$ cat config.mk
export PLATFORM = sky130hd
export DESIGN_NAME = tpu_out_drain
export DESIGN_NICKNAME = d
export VERILOG_FILES = /design/src/rtl/tpu_out_drain_pkg.sv /design/src/rtl/tpu_out_drain_fifo.sv /design/src/rtl/tpu_out_drain.sv
export SDC_FILE = /design/constraint.sdc
export NUM_CORES = 1
export LEC_CHECK = 0
export CORE_MARGIN = 3
export CORE_UTILIZATION = 50
export CTS_CLUSTER_DIAMETER = 60
export DETAILED_ROUTE_END_ITERATION = 10
export PLACE_DENSITY = 0.73
export REMOVE_ABC_BUFFERS = 1
export SETUP_SLACK_MARGIN = 0.2
export SYNTH_ARGS = -nofsm -noshare
export SYNTH_HDL_FRONTEND = slang
export SYNTH_SLANG_ARGS = --single-unit
$ cat constraint.sdc
create_clock -name clk -period 4.6 [get_ports clk]
set_clock_uncertainty 0.1 [all_clocks]
set_input_delay 0.69 -clock clk [delete_from_list [all_inputs] [get_ports clk]]
set_output_delay 0.69 -clock clk [all_outputs]
set_load 0.02 [all_outputs]
$ cat src/rtl/tpu_out_drain_pkg.sv
// rtl/tpu_out_drain_pkg.sv - shared sizes and drain FSM state encodings
package tpu_out_drain_pkg;

  localparam int DATA_SIZE  = 8;
  localparam int LANES      = 4;
  localparam int WORD_SIZE  = LANES * DATA_SIZE;
  localparam int ADDR_W     = 8;
  localparam int FIFO_DEPTH = 2;

  typedef enum logic [1:0] {
    DRN_IDLE  = 2'd0,
    DRN_READ  = 2'd1,
    DRN_DRAIN = 2'd2,
    DRN_DONE  = 2'd3
  } drn_state_t;

endpackage

$ cat src/rtl/tpu_out_drain_fifo.sv
// rtl/tpu_out_drain_fifo.sv - 2-entry skid FIFO between buffer read and output stream
module drain_fifo
  import tpu_out_drain_pkg::*;
(
  input  logic                 clk,
  input  logic                 rst,
  input  logic                 push,
  input  logic [WORD_SIZE-1:0] push_data,
  input  logic                 pop,
  output logic [WORD_SIZE-1:0] head_data,
  output logic [1:0]           count
);

  logic [WORD_SIZE-1:0] mem [2];
  logic                 rd_ptr;
  logic                 wr_ptr;

  // Storage, pointers and occupancy; simultaneous push and pop leaves count unchanged
  always_ff @(posedge clk or posedge rst) begin
    if (rst) begin
      mem[0] <= '0;
      mem[1] <= '0;
      rd_ptr <= 1'b0;
      wr_ptr <= 1'b0;
      count  <= 2'd0;
    end else begin
      if (push) begin
        mem[wr_ptr] <= push_data;
        wr_ptr      <= ~wr_ptr;
      end
      if (pop) begin
        rd_ptr <= ~rd_ptr;
      end
      case ({push, pop})
        2'b10:   count <= count + 2'd1;
        2'b01:   count <= count - 2'd1;
        default: count <= count;
      endcase
    end
  end

  assign head_data = mem[rd_ptr];

  // The credit logic upstream must never let the FIFO overflow or underflow
  a_no_overflow: assert property (@(posedge clk) disable iff (rst)
    !(push && !pop && count == 2'd2));
  a_no_underflow: assert property (@(posedge clk) disable iff (rst)
    !(pop && count == 2'd0));

endmodule

$ cat src/rtl/tpu_out_drain.sv
// rtl/tpu_out_drain.sv - streams num_words buffer words from base_addr onto a valid/ready stream
module tpu_out_drain
  import tpu_out_drain_pkg::*;
(
  input  logic                 clk,
  input  logic                 rst,
  input  logic                 start,
  input  logic [ADDR_W-1:0]    base_addr,
  input  logic [ADDR_W-1:0]    num_words,
  output logic [ADDR_W-1:0]    rd_index,
  input  logic [WORD_SIZE-1:0] rd_data,
  output logic                 out_valid,
  output logic [WORD_SIZE-1:0] out_data,
  output logic                 out_last,
  input  logic                 out_ready,
  output logic                 busy,
  output logic                 done
);

  drn_state_t           state;
  drn_state_t           state_nxt;
  logic [ADDR_W-1:0]    base_reg;
  logic [ADDR_W-1:0]    num_reg;
  logic [ADDR_W-1:0]    issue_cnt;
  logic [ADDR_W-1:0]    pop_cnt;
  logic [ADDR_W-1:0]    rd_hold;
  logic                 inflight;
  logic [1:0]           fifo_count;
  logic [WORD_SIZE-1:0] head_data;
  logic                 pop;
  logic                 issue;
  logic                 start_ok;
  logic [2:0]           credit_use;

  assign out_valid  = (fifo_count != 2'd0);
  assign out_data   = head_data;
  assign out_last   = out_valid && (pop_cnt == num_reg - ADDR_W'(1));
  assign pop        = out_valid && out_ready;
  // A word popped this cycle frees its slot in time for the read issued now
  assign credit_use = 3'(fifo_count) + 3'(inflight) - 3'(pop);
  assign rd_index   = issue ? (base_reg + issue_cnt) : rd_hold;

  // State register
  always_ff @(posedge clk or posedge rst) begin
    if (rst) begin
      state <= DRN_IDLE;
    end else begin
      state <= state_nxt;
    end
  end

  // Next state, read issue decision and status outputs
  always_comb begin
    state_nxt = state;
    issue     = 1'b0;
    start_ok  = 1'b0;
    busy      = 1'b0;
    done      = 1'b0;
    case (state)
      DRN_IDLE, DRN_DONE: begin
        done = (state == DRN_DONE);
        if (start) begin
          start_ok  = 1'b1;
          state_nxt = (num_words == '0) ? DRN_DONE : DRN_READ;
        end
      end
      DRN_READ: begin
        busy = 1'b1;
        if ((issue_cnt < num_reg) && (credit_use < 3'(FIFO_DEPTH))) begin
          issue = 1'b1;
          if (issue_cnt == num_reg - ADDR_W'(1)) begin
            state_nxt = DRN_DRAIN;
          end
        end
      end
      DRN_DRAIN: begin
        busy = 1'b1;
        if (!inflight && pop && out_last && fifo_count == 2'd1) begin
          state_nxt = DRN_DONE;
        end
      end
      default: state_nxt = DRN_IDLE;
    endcase
  end

  // Job registers, issue/pop counters and the one-cycle read-in-flight flag
  always_ff @(posedge clk or posedge rst) begin
    if (rst) begin
      base_reg  <= '0;
      num_reg   <= '0;
      issue_cnt <= '0;
      pop_cnt   <= '0;
      rd_hold   <= '0;
      inflight  <= 1'b0;
    end else begin
      inflight <= issue;
      if (start_ok) begin
        base_reg  <= base_addr;
        num_reg   <= num_words;
        issue_cnt <= '0;
        pop_cnt   <= '0;
      end else begin
        if (issue) begin
          issue_cnt <= issue_cnt + ADDR_W'(1);
          rd_hold   <= rd_index;
        end
        if (pop) begin
          pop_cnt <= pop_cnt + ADDR_W'(1);
        end
      end
    end
  end

  drain_fifo u_fifo (
    .clk       (clk),
    .rst       (rst),
    .push      (inflight),
    .push_data (rd_data),
    .pop       (pop),
    .head_data (head_data),
    .count     (fifo_count)
  );

endmodule

# [After elaboration in Yosys (flattened, before gate mapping)]
# Cells that the tools add are included.
[totals] register_bits=111 word_cells=84 in_bits=52 output_inout_bits=44
[op_classes] n_eq_ne=12 bitwise=5 n_lt_le_gt_ge=5 muxes=24 n_addsub=8 n_reduce_logical=18
[ops] cell="$mux W32" count=4
[ops] cell="$bwmux W64" count=1
[ops] cell="$mux W8" count=5
[ops] cell="$demux W32 S1" count=1
[ops] cell="$add A8 B1 Y8 const B" count=2
[ops] cell="$eq A8 B8 Y1" count=2
[ops] cell="$mux W2" count=5
[ops] cell="$add A8 B8 Y8" count=1
[ops] cell="$logic_not A8 Y1" count=1
[ops] cell="$lt A8 B8 Y1" count=1
[ops] cell="$ne A2 B2 Y1 const B" count=4
[ops] cell="$reduce_bool A2 Y1" count=4
[ops] cell="$sub A8 B1 Y8 const B" count=1
[ops] cell="$logic_and A1 B1 Y1" count=7
[ops] cell="$eq A2 B1 Y1 const B" count=3
[ops] cell="$eq A2 B2 Y1 const B" count=3
[ops] cell="$mux W1" count=6
[ops] cell="$pmux W2 S3" count=1
[ops] cell="$ge A2 B2 Y1 const B" count=2
[ops] cell="$not A1 Y2" count=2
[ops] cell="$pmux W2 S2" count=1
[ops] cell="$reduce_and A4 Y1" count=1
[ops] cell="$reduce_or A2 Y1" count=2
[ops] cell="$add A2 B1 Y3" count=1
[ops] cell="other kinds (9)" count=11

# [Longest topological paths before layout]
[depth] word_depth=9 ltp_mapped=14 depth_no_buf=13

# [Hierarchy]
# Synthesis repeated with hierarchy kept, for this count alone.
[hier_totals] cells_unflattened=492 area_unflattened_um2=5898.2
[modules_own_cells] module="drain_fifo" n_inst=1 cells_each=186 area_each_um2=2981.6 seq_area_each_um2=1701.6
[modules_own_cells] module="tpu_out_drain" n_inst=1 cells_each=306 area_each_um2=2916.5 seq_area_each_um2=1076.0

# [Worst setup path after synthesis]
# No wires, ideal clock.
[synth_timing] path_kind="input to output" from="input port out_ready" to="output port rd_index[3]" path_stages=11 arrival_time_ns=3.533 setup_slack_ns=0.277 path_buffers=1 required_time_ns=3.810 path_cell_list="nor2b_1 > clkbuf_1 > ha_1 > nor2_1 > fa_1 > a211oi_1 > nand2_1 > o41ai_4 > nand2_1 > inv_2 > mux2_2"
[synth_via] elab_chain_len=7
[synth_lines] element="from (decl)" line="tpu_out_drain.sv:15" text="input logic out_ready,"
[synth_lines] element="$logic_and A1 B1 Y1" line="tpu_out_drain.sv:38" text="assign pop = out_valid && out_ready;"
[synth_lines] element="via pop" line="tpu_out_drain.sv:30" text="logic pop;"
[synth_lines] element="$sub A3 B1 Y3" line="tpu_out_drain.sv:40" text="assign credit_use = 3'(fifo_count) + 3'(inflight) - 3'(pop);"
[synth_lines] element="$lt A3 B2 Y1" line="tpu_out_drain.sv:69" text="if ((issue_cnt < num_reg) && (credit_use < 3'(FIFO_DEPTH))) begin"
[synth_lines] element="$logic_and A1 B1 Y1" line="tpu_out_drain.sv:69"
[synth_lines] element="$mux W1" line="tpu_out_drain.sv:69"
[synth_lines] element="$mux W1" line="tpu_out_drain.sv:59" text="case (state)"
[synth_lines] element="via issue" line="tpu_out_drain.sv:31" text="logic issue;"
[synth_lines] element="$mux W8" line="tpu_out_drain.sv:41" text="assign rd_index = issue ? (base_reg + issue_cnt) : rd_hold;"
[synth_lines] element="to (decl)" line="tpu_out_drain.sv:10" text="output logic [ADDR_W-1:0] rd_index,"
# The timed path passes the listed nets, and every way through them passes these cells.

# [Worst setup path in the final report]
[layout_timing] from="input port out_ready" to="output port rd_index[5]"
[layout_via] elab_chain_len=7
[layout_lines] element="$logic_and A1 B1 Y1" line="tpu_out_drain.sv:38"
[layout_lines] element="$sub A3 B1 Y3" line="tpu_out_drain.sv:40"
[layout_lines] element="$lt A3 B2 Y1" line="tpu_out_drain.sv:69"
[layout_lines] element="$logic_and A1 B1 Y1" line="tpu_out_drain.sv:69"
[layout_lines] element="$mux W1" line="tpu_out_drain.sv:69"
[layout_lines] element="$mux W1" line="tpu_out_drain.sv:59"
[layout_lines] element="via issue" line="tpu_out_drain.sv:31"
[layout_lines] element="$mux W8" line="tpu_out_drain.sv:41"
# The timed path passes the listed nets, and every way through them passes these cells.

==> results.py <==
metrics = {
    "clock_tree": {
        "clk_path_buf_depth": 2,
        "clock-root-buffer": "clkbuf_16",
        "cts_made_buffers": 9,
        "htreeDepth": 3,
        "clk_latency_ns": 0.34,
        "cts_num_sinks": 111,
        "clk_pin_slew_ns": 0.07,
        "cts_tree": "yes",
        "post_cts_buffers": 0,
        "hold_buffers": 0,
    },
    "worst_setup_path": {
        "cpLargestDelayFamily": "buffers and inverters",
        "worstPathArrival_ns": 3.52,
        "worstPathMaxFanout": 6,
        "end_kind": "primary output",
        "cp_num_buf_inv": 3,
        "required_ns": 3.81,
        "path_class": "in -> out",
        "cp-start-kind": "input port",
        "crit_slowest_cell": "clkdlybuf4s50_1",
        "cp_cell_sequence": "clkdlybuf4s50_1 > nor2b_4 > ha_1 > nor2_2 > fa_1 > a211oi_2 > nand2_1 > o41ai_4 > nand2_2 > clkinv_4 > mux2_2 > buf_6",
        "max_stage_delay_ns": 0.46,
    },
    "logic_synthesis": {
        "synth_top_cell_area_share_pct": 47.81,
        "ys_seq_elements": 111,
        "synth_compound_area_share_pct": 5.858,
        "synth_top_family_by_area": "multiplexers",
        "synth_fa_ha_area_share_pct": 6.289,
        "yosysUniqueCellTypes": 49,
        "yosys_warnings": 0,
        "synth_edf_count": 0,
        "synth_xor_area_share_pct": 5.901,
        "synth.cell_area_sq_um": 5809,
        "ys_seq_area_share_pct": 47.81,
        "synthSimpleGateAreaFrac_pct": 8.400,
        "syn_inst": 485,
        "synth.area.mux_share_pct": 22.61,
        "synthFlopType": "dfrtp_1",
        "synth_area_leaders": "dfrtp_1 48%, mux2_2 22%, ha_1 5.6%",
        "yosysTopAreaCell": "dfrtp_1",
        "synth_area_per_cell_sq_um": 11.98,
        "async_reset_ff_share_pct": 100.0,
    },
    "global_routing": {
        "gr-usage-all-layers_pct": 19.49,
        "grt_pass1_wl_um": 20130,
        "antenna_found_initial": 0,
        "grt_pass1_vias": 4155,
        "grt_max_degree": 47,
        "grt-ovfl-total": 0,
    },
    "routing": {
        "drt_pass1_iterations": 4,
        "drc": 0,
        "num_vias": 3885,
        "drtAntennaViolNets": 0,
        "drt_iter0_drc": 209,
        "vias_per_cell": 5.366,
        "wirelength_um": 12210,
        "wl_per_cell_um": 16.86,
    },
    "cells_and_area": {
        "layout_commonest_cell": "dfrtp_1",
        "layout_common_cells": "111 x dfrtp_1, 110 x mux2_2, 87 x clkdlybuf4s50_1",
        "fin_util_pct": 65.39,
        "finalNonFillerCells": 724,
        "syn_to_final_growth_pct": 24.70,
        "drive_above_1_share_pct": 27.23,
        "num_antenna_cells": 0,
        "regMostFlops": "u_fifo.mem",
        "largest_reg_flops": 64,
        "final_nets": 660,
        "design_area_sq_um": 7244,
    },
    "timing": {
        "fmax_mhz": 232.0,
        "drv_slew": 0,
        "holdWs_ns": 0.3911,
        "hold_violations": 0,
        "fin_crit_ns": 4.310,
        "period_share_pct": 93.69,
        "maxSlewHeadroom_pct": 51.56,
        "setup_viol": 0,
        "worst_pin_slew_ns": 0.7265,
        "rsz0062_at_grt": "yes",
    },
    "floorplan": {
        "initial_core_util_pct": 52.44,
        "num_rows": 38,
        "coreArea_sq_um": 11080,
        "pin_count": 96,
        "die_h_um": 113.8,
        "dieArea_sq_um": 12950,
        "die_x_um": 113.8,
    },
    "hold_path": {
        "hp-class": "reg -> reg",
    },
    "placed_design": {
        "port-buffer-count": 95,
        "hpwlAfterDp_um": 8694,
        "dp_cells": 709,
        "place_area_sq_um": 6925,
        "gp_congestion": 0.8803,
    },
    "power": {
        "ir_drop_v": 0.0004612,
        "leakage_uw": 0.003153,
        "power.total_uw": 5595,
        "p_per_area_nw_per_um2": 772.3,
    },
    "job": {
        "maxCapViolCount": 0,
    },
    "run_status": {
        "status": "finished, final reports clean",
    },
}
layout make-up:
| type | instances | area, sq um |
|---|---|---|
| timing repair buffer | 105 | 1010 |
| multi-input combinational | 328 | 2885 |
| sequential | 111 | 2778 |
| fill | 866 | 3834 |
| inverter | 25 | 101.3 |
| clock buffer | 10 | 239.0 |
| clock inverter | 5 | 56.30 |
| tap | 140 | 175.2 |
path summary, 6_finish.rpt:
check	startpoint	end	slack (ns)	cells after the start
max in group asynchronous	rst	num_reg[7]$_DFFE_PP0P_	2.87	3
min in group asynchronous	rst	u_fifo.mem[6]$_DFFE_PP0P_	0.58	2
setup / recovery	out_ready	rd_index[5]	0.29	12
hold / removal	u_fifo.wr_ptr$_DFFE_PP0P_	u_fifo.wr_ptr$_DFFE_PP0P_	0.39	1
hold reg to reg	u_fifo.wr_ptr$_DFFE_PP0P_	u_fifo.wr_ptr$_DFFE_PP0P_	0.39	1
setup reg to reg	u_fifo.count[1]$_DFFE_PP0P_	rd_hold[7]$_DFFE_PP0P_	1.05	12
what timing repair did:
item | 4_1_cts | 5_1_grt
endpoints found under the setup margin | 8 | 8
resized for setup | 52 | 3
endpoints found under the hold margin | 0 | 0
pin swaps | 6 | 1
cells in the mapped netlist (all sizes together), types with 3 or more instances:
cell type    n
o21ai       20
a31oi        4
xnor2       18
clkbuf      14
buf          7
and2         3
mux2i        3
mux2       114
dfrtp      111
and3         5
ha          26
nand4        5
nor2        23
nor4         4
a21oi       10
xor2        16
inv         25
nand3        7
nor3         6
nand2       28
nor2b        4
layer usage:
metal	global-route usage, %	wire, um	vias up
met5	0	0	-
met4	6.255	189	0
met3	3.130	474	15
met2	32.82	5910	90
met1	25.93	5632	1891
li1	-	-	1889
cell families after synthesis:
logic type / after synthesis
mux: 117
flops: 111
simple gates: 96
compound gates: 51
buf+inv: 46
xor+xnor: 36
fa+ha+maj: 28
metrics by stage:
step,setup WS [ns],setup TNS (ns)
finish,0.2904,0
detailed placement,-0.3089,-2.243
global placement,-0.2478,-1.776
floorplan,0.1888,0
global route,0.1857,0
CTS,0.1835,0
where the power goes:
part	internal, uW	switching, uW	leakage, uW
Combinational	1610	1480	0.00167
Clock	434	345	0.000145
Sequential	1430	290	0.00134
Total	3480	2120	0.00315
Power figures use the tool's default switching activity.
